===== src/rtl/fetch_stage_pkg.sv =====
// Shared types and constants for the instruction-fetch stage.
package fetch_stage_pkg;

  localparam int PKG_XLEN   = 64;
  localparam int PKG_INST_W = 32;

  // addi x0, x0, 0: harmless filler carried by fault entries
  localparam logic [31:0] NOP_WORD = 32'h0000_0013;

  typedef enum logic [1:0] {
    REQ,
    WAIT,
    DROP,
    HALT
  } fetch_state_e;

  typedef struct packed {
    logic [PKG_XLEN-1:0]   pc;
    logic [PKG_INST_W-1:0] inst;
    logic                  fault;
  } fetch_entry_t;

endpackage


===== src/rtl/fetch_stage_if.sv =====
// Instruction-memory and decode handshakes seen by the fetch stage.
interface fetch_stage_if #(
  parameter int XLEN   = 64,
  parameter int INST_W = 32
);
  logic              imem_req_valid;
  logic              imem_req_ready;
  logic [XLEN-1:0]   imem_req_addr;
  logic              imem_resp_valid;
  logic [INST_W-1:0] imem_resp_data;
  logic              imem_resp_err;
  logic              decode_o_valid;
  logic              decode_i_ready;
  logic [XLEN-1:0]   decode_o_pc;
  logic [INST_W-1:0] decode_o_inst;
  logic              decode_o_fault;

  modport master (
    output imem_req_valid, imem_req_addr,
    input  imem_req_ready, imem_resp_valid, imem_resp_data, imem_resp_err,
    output decode_o_valid, decode_o_pc, decode_o_inst, decode_o_fault,
    input  decode_i_ready
  );

  modport slave (
    input  imem_req_valid, imem_req_addr,
    output imem_req_ready, imem_resp_valid, imem_resp_data, imem_resp_err,
    input  decode_o_valid, decode_o_pc, decode_o_inst, decode_o_fault,
    output decode_i_ready
  );
endinterface


===== src/rtl/fetch_out_buf.sv =====
// One-entry valid/ready holding register; flush drops the entry.
module fetch_out_buf #(
  parameter int W = 97
) (
  input  logic         clk,
  input  logic         rst,
  input  logic         flush,
  input  logic         fill,
  input  logic [W-1:0] fill_data,
  input  logic         ready,
  output logic         valid,
  output logic [W-1:0] data
);

  logic         vld_p1;
  logic [W-1:0] data_p1;

  // ---- stage p1: held entry ----
  always_ff @(posedge clk or negedge rst) begin
    if (!rst) begin
      vld_p1  <= 1'b0;
      data_p1 <= '0;
    end else begin
      if (flush)      vld_p1 <= 1'b0;
      else if (fill)  vld_p1 <= 1'b1;
      else if (ready) vld_p1 <= 1'b0;
      if (fill && !flush) data_p1 <= fill_data;
    end
  end

  assign valid = vld_p1;
  assign data  = data_p1;

endmodule


===== src/rtl/fetch_stage.sv =====
// Instruction fetch: one outstanding imem request, redirect squash, and
// a one-entry buffer toward decode.
module fetch_stage
  import fetch_stage_pkg::*;
#(
  parameter int                XLEN     = PKG_XLEN,
  parameter int                INST_W   = PKG_INST_W,
  parameter logic [INST_W-1:0] NOP_INST = NOP_WORD
) (
  input  logic            clk,
  input  logic            rst,
  input  logic [XLEN-1:0] fetch_i_pc,
  input  logic            execute_i_need_jump,
  output logic [XLEN-1:0] fetch_o_pre_pc,
  fetch_stage_if.master   bus
);

  localparam logic [XLEN-1:0] PC_STEP = XLEN'(4);

  fetch_state_e    state, state_n;
  logic [XLEN-1:0] cap_pc_p1;
  fetch_entry_t    fill_entry, buf_entry;
  logic            fill, buf_valid, room, aligned, req_valid, accept;

  // The buffer is empty or being popped, so a response landing later has a slot.
  assign room    = !buf_valid || bus.decode_i_ready;
  assign aligned = (fetch_i_pc[1:0] == 2'b00);

  // ---- stage p1: FSM state and captured request PC ----
  always_ff @(posedge clk or negedge rst) begin
    if (!rst) begin
      state     <= REQ;
      cap_pc_p1 <= '0;
    end else begin
      state <= state_n;
      if (accept) cap_pc_p1 <= fetch_i_pc;
    end
  end

  always_comb begin
    state_n        = state;
    req_valid      = 1'b0;
    accept         = 1'b0;
    fill           = 1'b0;
    fetch_o_pre_pc = fetch_i_pc;
    fill_entry     = '{pc: cap_pc_p1, inst: bus.imem_resp_data, fault: bus.imem_resp_err};
    case (state)
      REQ: begin
        if (!execute_i_need_jump && room) begin
          if (aligned) begin
            req_valid = 1'b1;
            if (bus.imem_req_ready) begin
              accept         = 1'b1;
              fetch_o_pre_pc = fetch_i_pc + PC_STEP;
              state_n        = WAIT;
            end
          end else begin
            fill       = 1'b1;
            fill_entry = '{pc: fetch_i_pc, inst: NOP_INST, fault: 1'b1};
            state_n    = HALT;
          end
        end
      end
      WAIT: begin
        if (bus.imem_resp_valid) begin
          if (execute_i_need_jump) state_n = REQ;
          else begin
            fill    = 1'b1;
            state_n = bus.imem_resp_err ? HALT : REQ;
          end
        end else if (execute_i_need_jump) begin
          state_n = DROP;
        end
      end
      DROP: if (bus.imem_resp_valid) state_n = REQ;
      HALT: if (execute_i_need_jump) state_n = REQ;
      default: state_n = REQ;
    endcase
  end

  fetch_out_buf #(
    .W($bits(fetch_entry_t))
  ) u_out_buf (
    .clk      (clk),
    .rst      (rst),
    .flush    (execute_i_need_jump),
    .fill     (fill),
    .fill_data(fill_entry),
    .ready    (bus.decode_i_ready),
    .valid    (buf_valid),
    .data     (buf_entry)
  );

  assign bus.imem_req_valid = req_valid;
  assign bus.imem_req_addr  = fetch_i_pc;
  assign bus.decode_o_valid = buf_valid;
  assign bus.decode_o_pc    = buf_entry.pc;
  assign bus.decode_o_inst  = buf_entry.inst;
  assign bus.decode_o_fault = buf_entry.fault;

endmodule

===== src/flat_wrapper.sv =====
// flat-port wrapper written by rule: the top's interface ports become plain ports
module fetch_stage_flat import fetch_stage_pkg::*;
#(
  parameter int                XLEN     = PKG_XLEN,
  parameter int                INST_W   = PKG_INST_W,
  parameter logic [INST_W-1:0] NOP_INST = NOP_WORD
)
  (clk, rst, fetch_i_pc, execute_i_need_jump, fetch_o_pre_pc, bus_imem_req_valid, bus_imem_req_addr, bus_imem_req_ready, bus_imem_resp_valid, bus_imem_resp_data, bus_imem_resp_err, bus_decode_o_valid, bus_decode_o_pc, bus_decode_o_inst, bus_decode_o_fault, bus_decode_i_ready);
  fetch_stage_if #(.XLEN(XLEN), .INST_W(INST_W)) bus_i ();
  input  logic clk;
  input  logic rst;
  input  logic [XLEN-1:0] fetch_i_pc;
  input  logic execute_i_need_jump;
  output logic [XLEN-1:0] fetch_o_pre_pc;
  output wire logic [$bits(bus_i.imem_req_valid)-1:0] bus_imem_req_valid;
  output wire logic [$bits(bus_i.imem_req_addr)-1:0] bus_imem_req_addr;
  input wire logic [$bits(bus_i.imem_req_ready)-1:0] bus_imem_req_ready;
  input wire logic [$bits(bus_i.imem_resp_valid)-1:0] bus_imem_resp_valid;
  input wire logic [$bits(bus_i.imem_resp_data)-1:0] bus_imem_resp_data;
  input wire logic [$bits(bus_i.imem_resp_err)-1:0] bus_imem_resp_err;
  output wire logic [$bits(bus_i.decode_o_valid)-1:0] bus_decode_o_valid;
  output wire logic [$bits(bus_i.decode_o_pc)-1:0] bus_decode_o_pc;
  output wire logic [$bits(bus_i.decode_o_inst)-1:0] bus_decode_o_inst;
  output wire logic [$bits(bus_i.decode_o_fault)-1:0] bus_decode_o_fault;
  input wire logic [$bits(bus_i.decode_i_ready)-1:0] bus_decode_i_ready;
  assign bus_imem_req_valid = bus_i.imem_req_valid;
  assign bus_imem_req_addr = bus_i.imem_req_addr;
  assign bus_i.imem_req_ready = bus_imem_req_ready;
  assign bus_i.imem_resp_valid = bus_imem_resp_valid;
  assign bus_i.imem_resp_data = bus_imem_resp_data;
  assign bus_i.imem_resp_err = bus_imem_resp_err;
  assign bus_decode_o_valid = bus_i.decode_o_valid;
  assign bus_decode_o_pc = bus_i.decode_o_pc;
  assign bus_decode_o_inst = bus_i.decode_o_inst;
  assign bus_decode_o_fault = bus_i.decode_o_fault;
  assign bus_i.decode_i_ready = bus_decode_i_ready;
  fetch_stage #(.XLEN(XLEN), .INST_W(INST_W), .NOP_INST(NOP_INST)) u_core (.clk(clk), .rst(rst), .fetch_i_pc(fetch_i_pc), .execute_i_need_jump(execute_i_need_jump), .fetch_o_pre_pc(fetch_o_pre_pc), .bus(bus_i));
endmodule

===== config.mk =====
export PLATFORM = sky130hd
export DESIGN_NAME = fetch_stage_flat
export DESIGN_NICKNAME = d
export VERILOG_FILES = /design/src/rtl/fetch_stage_pkg.sv /design/src/rtl/fetch_stage_if.sv /design/src/rtl/fetch_out_buf.sv /design/src/rtl/fetch_stage.sv /design/src/flat_wrapper.sv
export SDC_FILE = /design/constraint.sdc
export NUM_CORES = 1
export LEC_CHECK = 0
export BUFFER_PORTS_ARGS = -buffer_cell sky130_fd_sc_hd__buf_2
export CAP_MARGIN = 0
export CELL_PAD_IN_SITES_DETAIL_PLACEMENT = 0
export CELL_PAD_IN_SITES_GLOBAL_PLACEMENT = 1
export CORE_UTILIZATION = 36
export CTS_CLUSTER_DIAMETER = 30
export DETAILED_ROUTE_END_ITERATION = 6
export PLACE_DENSITY = 0.88
export SETUP_SLACK_MARGIN = 0.5
export SLEW_MARGIN = 20
export SYNTH_ARGS = -nofsm -noshare
export SYNTH_HDL_FRONTEND = slang
export SYNTH_SLANG_ARGS = --single-unit

===== constraint.sdc =====
create_clock -name clk -period 2.27 [get_ports clk]
set_input_delay 0.1135 -clock clk [delete_from_list [all_inputs] [get_ports clk]]
set_output_delay 0.1135 -clock clk [all_outputs]
set_load 0.01 [all_outputs]

=== Word level (Yosys, flattened, before mapping) ===
Cells that the tools add are included.

* Register bits after elaboration: 164
* Output and inout bits: 227
* Word-level logic and storage cells: 54

* Add/sub/neg operators: 1
* Eq/ne operators: 8
* Mux-type cells: 32
* Reductions and logical operators: 9

{| class="wikitable"
|+ Operators with widths
! kind !! number
|-
| $mux 97 || 3
|-
| $mux 64 || 4
|-
| $add 64x3->64 const B || 1
|-
| $mux 2 || 9
|-
| $mux 1 || 14
|-
| $pmux 2 s4 || 1
|-
| $ne 3x3->1 const B || 2
|-
| $reduce_and 5->1 || 1
|-
| $eq 2x2->1 const B || 2
|-
| $logic_not 2->1 || 2
|-
| $ne 2x2->1 const B || 2
|-
| $reduce_bool 3->1 || 1
|-
| $eq 2x1->1 const B || 1
|-
| $logic_and 1x1->1 || 2
|-
| $logic_not 1->1 || 2
|-
| $ne 2x1->1 const B || 1
|-
| $pmux 1 s2 || 1
|-
| $logic_or 1x1->1 || 1
|}

=== Depth between registers and ports, before layout ===
* Depth in word-level cells: 7
* Mapped depth: 8
* Mapped depth without buffers: 5

=== Hierarchy ===
A second synthesis with hierarchy kept.

* Cells, all modules: 908
* Area, all modules: 9270.1 sq um

{| class="wikitable"
|+ Modules (own cells, without submodules)
! module !! times used !! cells an instance !! area an instance (sq um)
|-
| fetch_stage || 1 || 698 || 5494.0
|-
| fetch_out_buf || 1 || 210 || 3776.1
|}

=== Least setup slack after synthesis ===
OpenSTA, ideal clock, no wires.

* Path kind: reg2out
* From: reg u_core.state[0]
* To: out fetch_o_pre_pc[58]
* Arrival: 2.016 ns
* Data required time: 2.156 ns
* Path slack: 0.141 ns
* Cell stages (with the launch flop): 8
* Path buffers: 2
* Cell sequence: dfrtp_1 -> clkbuf_1 -> nor4_1 -> nand3_1 -> or4_4 -> buf_6 -> nor3_2 -> xor2_1

* Cells in the longest elaborated chain, start to end: 2

{| class="wikitable"
|+ RTL lines
! item !! RTL line !! source
|-
| start, declared || fetch_stage.sv:20 || <nowiki>fetch_state_e state, state_n;</nowiki>
|-
| start signal, assigned || fetch_stage.sv:35 || <nowiki>state <= state_n;</nowiki>
|-
| $logic_not 2->1 || fetch_stage.sv:47 || <nowiki>case (state)</nowiki>
|-
| $mux 64 || fetch_stage.sv:47 ||
|-
| end, declared || flat_wrapper.sv:14 || <nowiki>output logic [XLEN-1:0] fetch_o_pre_pc;</nowiki>
|}

Every way passes these cells.

=== Worst setup path after layout ===
* From: reg u_core.state[0]
* To: out fetch_o_pre_pc[56]

The elaborated chain is that of the path after synthesis.

==> impl_summary.txt <==
----------------------------------------------------
[Worst setup path]
  Count of cell instances traversed by the critical path ... 9
  Delay of the slowest critical-path stage ... 0.41 ns
  Sort of element at the start of the critical path ... flop
  Endpoint required time on the critical path ... around 2.2 ns
  Worst path buffer plus inverter count ... 4
  Minimum setup slack among reg-to-reg paths ... -0.24 ns
  Crit-path most repeated cell ... sky130_fd_sc_hd__buf_6
  CP delay by family, top ... simple AND/OR/NAND/NOR gates
  End of the worst register-to-register path ... u_core.u_out_buf.data[26]$_DFFE_PN0P_
  Launch point of the worst reg-to-reg path ... u_core.state[0]$_DFFE_PN0P_
  Cell breakdown of the critical path ... nor4_2 -> buf_4 -> nand3_4 -> buf_6 -> or4_4 -> buf_6 -> nor4_4 -> xor2_1 -> buf_2
  Number of cell instances on the worst register-to-register path ... 11
  Setup Crit Path Kind ... flop to output pin
  CP arrival ... 2.56 ns
  Slowest cell on crit path ... sky130_fd_sc_hd__or4_4
  Max FO, Critical Path ... 5
  Crit. End Element ... output pin

[STA]
  Worst clock skew on the final layout ... just under 0.009 ns
  Slew at the pin with the worst max-slew slack ... approximately 0.63 ns
  Time the final worst path needs with I/O delays and setup ... 2.671 ns
  Max-slew violations ... 0
  Post-route fraction of the period consumed by the critical path ... 117.7%
  Count of final setup violators ... between 100 and 150
  Post-Route Hold Slack ... 0.008446 ns
  RSZ-0062 raised after global routing ... true
  Hold Fails Final Rpt ... 0
  Achievable Freq ... roughly 370 MHz
  Final critical-path setup slack ... -0.4013 ns
  Remaining max-slew budget at the tightest pin ... 57.88%

[Global routing]
  Maximum number of pins on one net before global-route repair ... 64
  Number of antenna violations at the first check in global routing ... 0
  Remaining global-route overflow ... 0
  Vias in the first global route ... a little under 9000
  Total GRT Usage ... about 30%
  Global-route wire length before repair ... 53.34 mm

[Routing]
  DRT Wirelength ... ~38 mm
  Drc violations ... 0
  Number of vias after detailed routing ... around 9300
  Iteration-0 DRC count of the detailed router ... 692
  Met1 wire length ... ~15 mm
  Length of routed met2 wiring ... 18.06 mm
  WL per Instance ... 21.37 µm
  Final ANT Viol Nets ... 0
  Vias per cell ... 5.256
  Max Used Layer ... met4
  DR WL met3 ... ~2.7 mm
  Detailed Routing Iterations Pass 1 ... 5

[Clock tree]
  Buffers from clock root to sink, at most ... 2
  Insertion delay to the later sink of the worst-skew pair ... around 0.43 ns
  H-tree levels ... 4
  Num Clock Sinks ... ~160
  Clock-pin slew reported for the worst setup and hold paths after clock tree synthesis ... about 0.07 ns
  TritonCTS clock tree ... built
  Root cell of the clock tree ... sky130_fd_sc_hd__clkbuf_16
  Cts bufs inserted ... 17

[Hold path]
  Type of the tightest min-delay check ... primary input to flop
  Hold_sp ... fetch_i_pc[12]
  Worst hold path depth ... 3
  End of the worst hold path ... u_core.cap_pc_p1[12]$_DFFE_PN0P_

[Placement]
  Detailed Place HPWL ... about 20 mm
  Final weighted congestion in routability-driven placement ... approximately 0.78
  Buffers on Ports ... about 330
  Post-place instance area ... between 0.01 and 0.015 mm²
  Placed insts ... between 1500 and 2000

[Yosys]
  Synthesized flop and latch total ... between 150 and 200
  Net count of the mapped netlist ... ~1100
  Count of warnings emitted by yosys ... 0
  Cell count after synthesis ... 1008
  Library cells used by synthesis ... 38
  Syn_area_per_cell ... slightly below 9 µm²
  Sequential element share of the synthesized area ... between 40% and 50%
  Netlist area before placement ... between 0.008 and 0.009 mm²

[Status]
  Run status ... finished, violations left
  Failing checks ... negative setup slack

[Floorplan]
  Vertical die dimension ... between 150 and 200 µm
  Floorplan die width ... 158.2 µm
  Starting density of the core ... a little under two fifths
  Total number of placement rows ... 56
  Placeable core region ... about 0.024 mm²
  Die footprint ... approximately 0.025 mm²
  Count of boundary I/O pins ... 330

[Finish]
  Share of post-route cells with drive strength above 1 ... a little under half
  Non-Filler Cell Area, Final ... approximately 0.014 mm²
  Antenna diodes ... 0
  Most frequent cells in the layout ... sky130_fd_sc_hd__buf_2, sky130_fd_sc_hd__nand2_1, sky130_fd_sc_hd__dfrtp_1, sky130_fd_sc_hd__dlygate4sd3_1, sky130_fd_sc_hd__o21ai_2
  Non-filler cells, final ... 1768
  Area added between synthesis and finish ... 62.34%
  Net count, final ... between 1500 and 2000
  Most common cell after layout, fill and taps aside ... sky130_fd_sc_hd__buf_2

[Power and ir drop]
  Share of total power consumed by net switching ... between 30% and 40%
  Internal portion of total power ... roughly 9 mW
  Largest vdd supply drop ... around 430 µV
  Power density of the placed cells ... between 1000 and 1500 mW/mm²
  Net switching power figure ... approximately 5.5 mW
  Sequential cell fraction of total power ... between 30 and 40%
  Design Power ... 14.37 mW
  Clock network fraction of total power ... just over 20%
  Logic gate share of total power ... between 40 and 50%
  Leak ... 7.519 nW

[Job]
  Maximum capacitance violations ... 0

----------------------------------------------------
[worst max-delay path by stage]
stage                                      from                 end
detailed placement  u_core.state[1]$_DFFE_PN0P_  fetch_o_pre_pc[59]
global placement    u_core.state[1]$_DFFE_PN0P_  fetch_o_pre_pc[58]
floorplan           u_core.state[1]$_DFFE_PN0P_  fetch_o_pre_pc[58]
finish              u_core.state[0]$_DFFE_PN0P_  fetch_o_pre_pc[56]
CTS                 u_core.state[0]$_DFFE_PN0P_  fetch_o_pre_pc[56]
global route        u_core.state[0]$_DFFE_PN0P_  fetch_o_pre_pc[56]
[stage by stage]
stage | setup WS, ns | utilization, % | setup TNS [ns]
6_report | -0.4013 | 60.18 | -25.53
2_1_floorplan | 0.2143 | - | 0
3_3_place_gp | 0.01420 | 45.30 | 0
3_5_place_dp | 0.0007210 | 45.30 | 0
4_1_cts | -0.3946 | 57.72 | -15.19
5_1_grt | -0.5574 | 60.18 | -37.94
[power groups by stage]
stage	logic, mW	registers, mW	clock network, mW
finish	6.45	4.97	2.95
global route	6.92	5.10	3.12
CTS	5.87	4.83	2.97
detailed placement	4.11	4.85	0
global placement	4.01	4.81	0
floorplan	2.27	5.11	0
[synthesized netlist by cell type, drive strengths merged]
cell type	count	area (µm²)
nand2	336	1261
dfrtp	164	4104
o21ai	102	510.5
buf	87	608.1
mux2i	62	620.6
xnor2	38	332.8
clkbuf	37	140.1
nand3	27	135.1
nand4	26	175.2
nor2	24	90.09
xor2	23	201.4
and3	16	100.1
nor3	14	105.1
nor4	14	106.4
and4	9	78.83
nor2b	5	31.28
and2	4	25.02
or4	4	33.78
inv	3	11.26
a21boi	2	15.01
a21o	2	15.01
and3b	2	17.52
a211o	1	8.760
a221oi	1	8.760
ha	1	12.51
nand2b	1	6.260
nand3b	1	7.510
o31ai	1	7.510
or2	1	8.760
[sequential cells by signal, indices dropped and copies added, names as in the netlist]
register                cells
u_core.cap_pc_p1           64
u_core.state                2
u_core.u_out_buf.data      97
u_core.u_out_buf.valid      1
[logic make-up after synthesis]
group	synth area share, %
buffers and inverters	8.652
muxes	7.070
DFF	46.75
AOI/OAI and AO/OA	6.442
adders and majority gates	0.1425
and+or+nand+nor	24.86
xor gates and xnor gates	6.086
[cell type report]
class,count,area (µm²)
clock inverter,13,140.1
sequential,164,4104
timing repair buffer,531,4379
clock buffer,19,452.9
multi-input combinational,719,4765
tap,319,399.1
fill,1990,9432
inverter,3,11.26
[per-layer routing]
metal | GRT usage (%) | vias up
li1 | - | 4168
met1 | 37.89 | 4577
met2 | 47.64 | 452
met3 | 4.873 | 95
met4 | 13.00 | 0
met5 | 0 | -
[repair_timing]
item / CTS / global route
endpoints found under the setup margin: 188 / 193
setup buffers: 23 / 14
pin swaps: 36 / 45
hold endpoints to repair: 132 / 0
cloned: 32 / 4
hold buffers: 74 / 0
resized for setup: 137 / 107
[worst reg2reg max path: cells and delay by family (launching register included)]
family                 cells  cell delay [ns]
buffers and inverters      7             0.97
AOI/OAI and AO/OA          2             0.44
and+or+nand+nor            2             0.60
DFF                        1             0.40
Note: power is estimated with default switching activity, not from simulation.
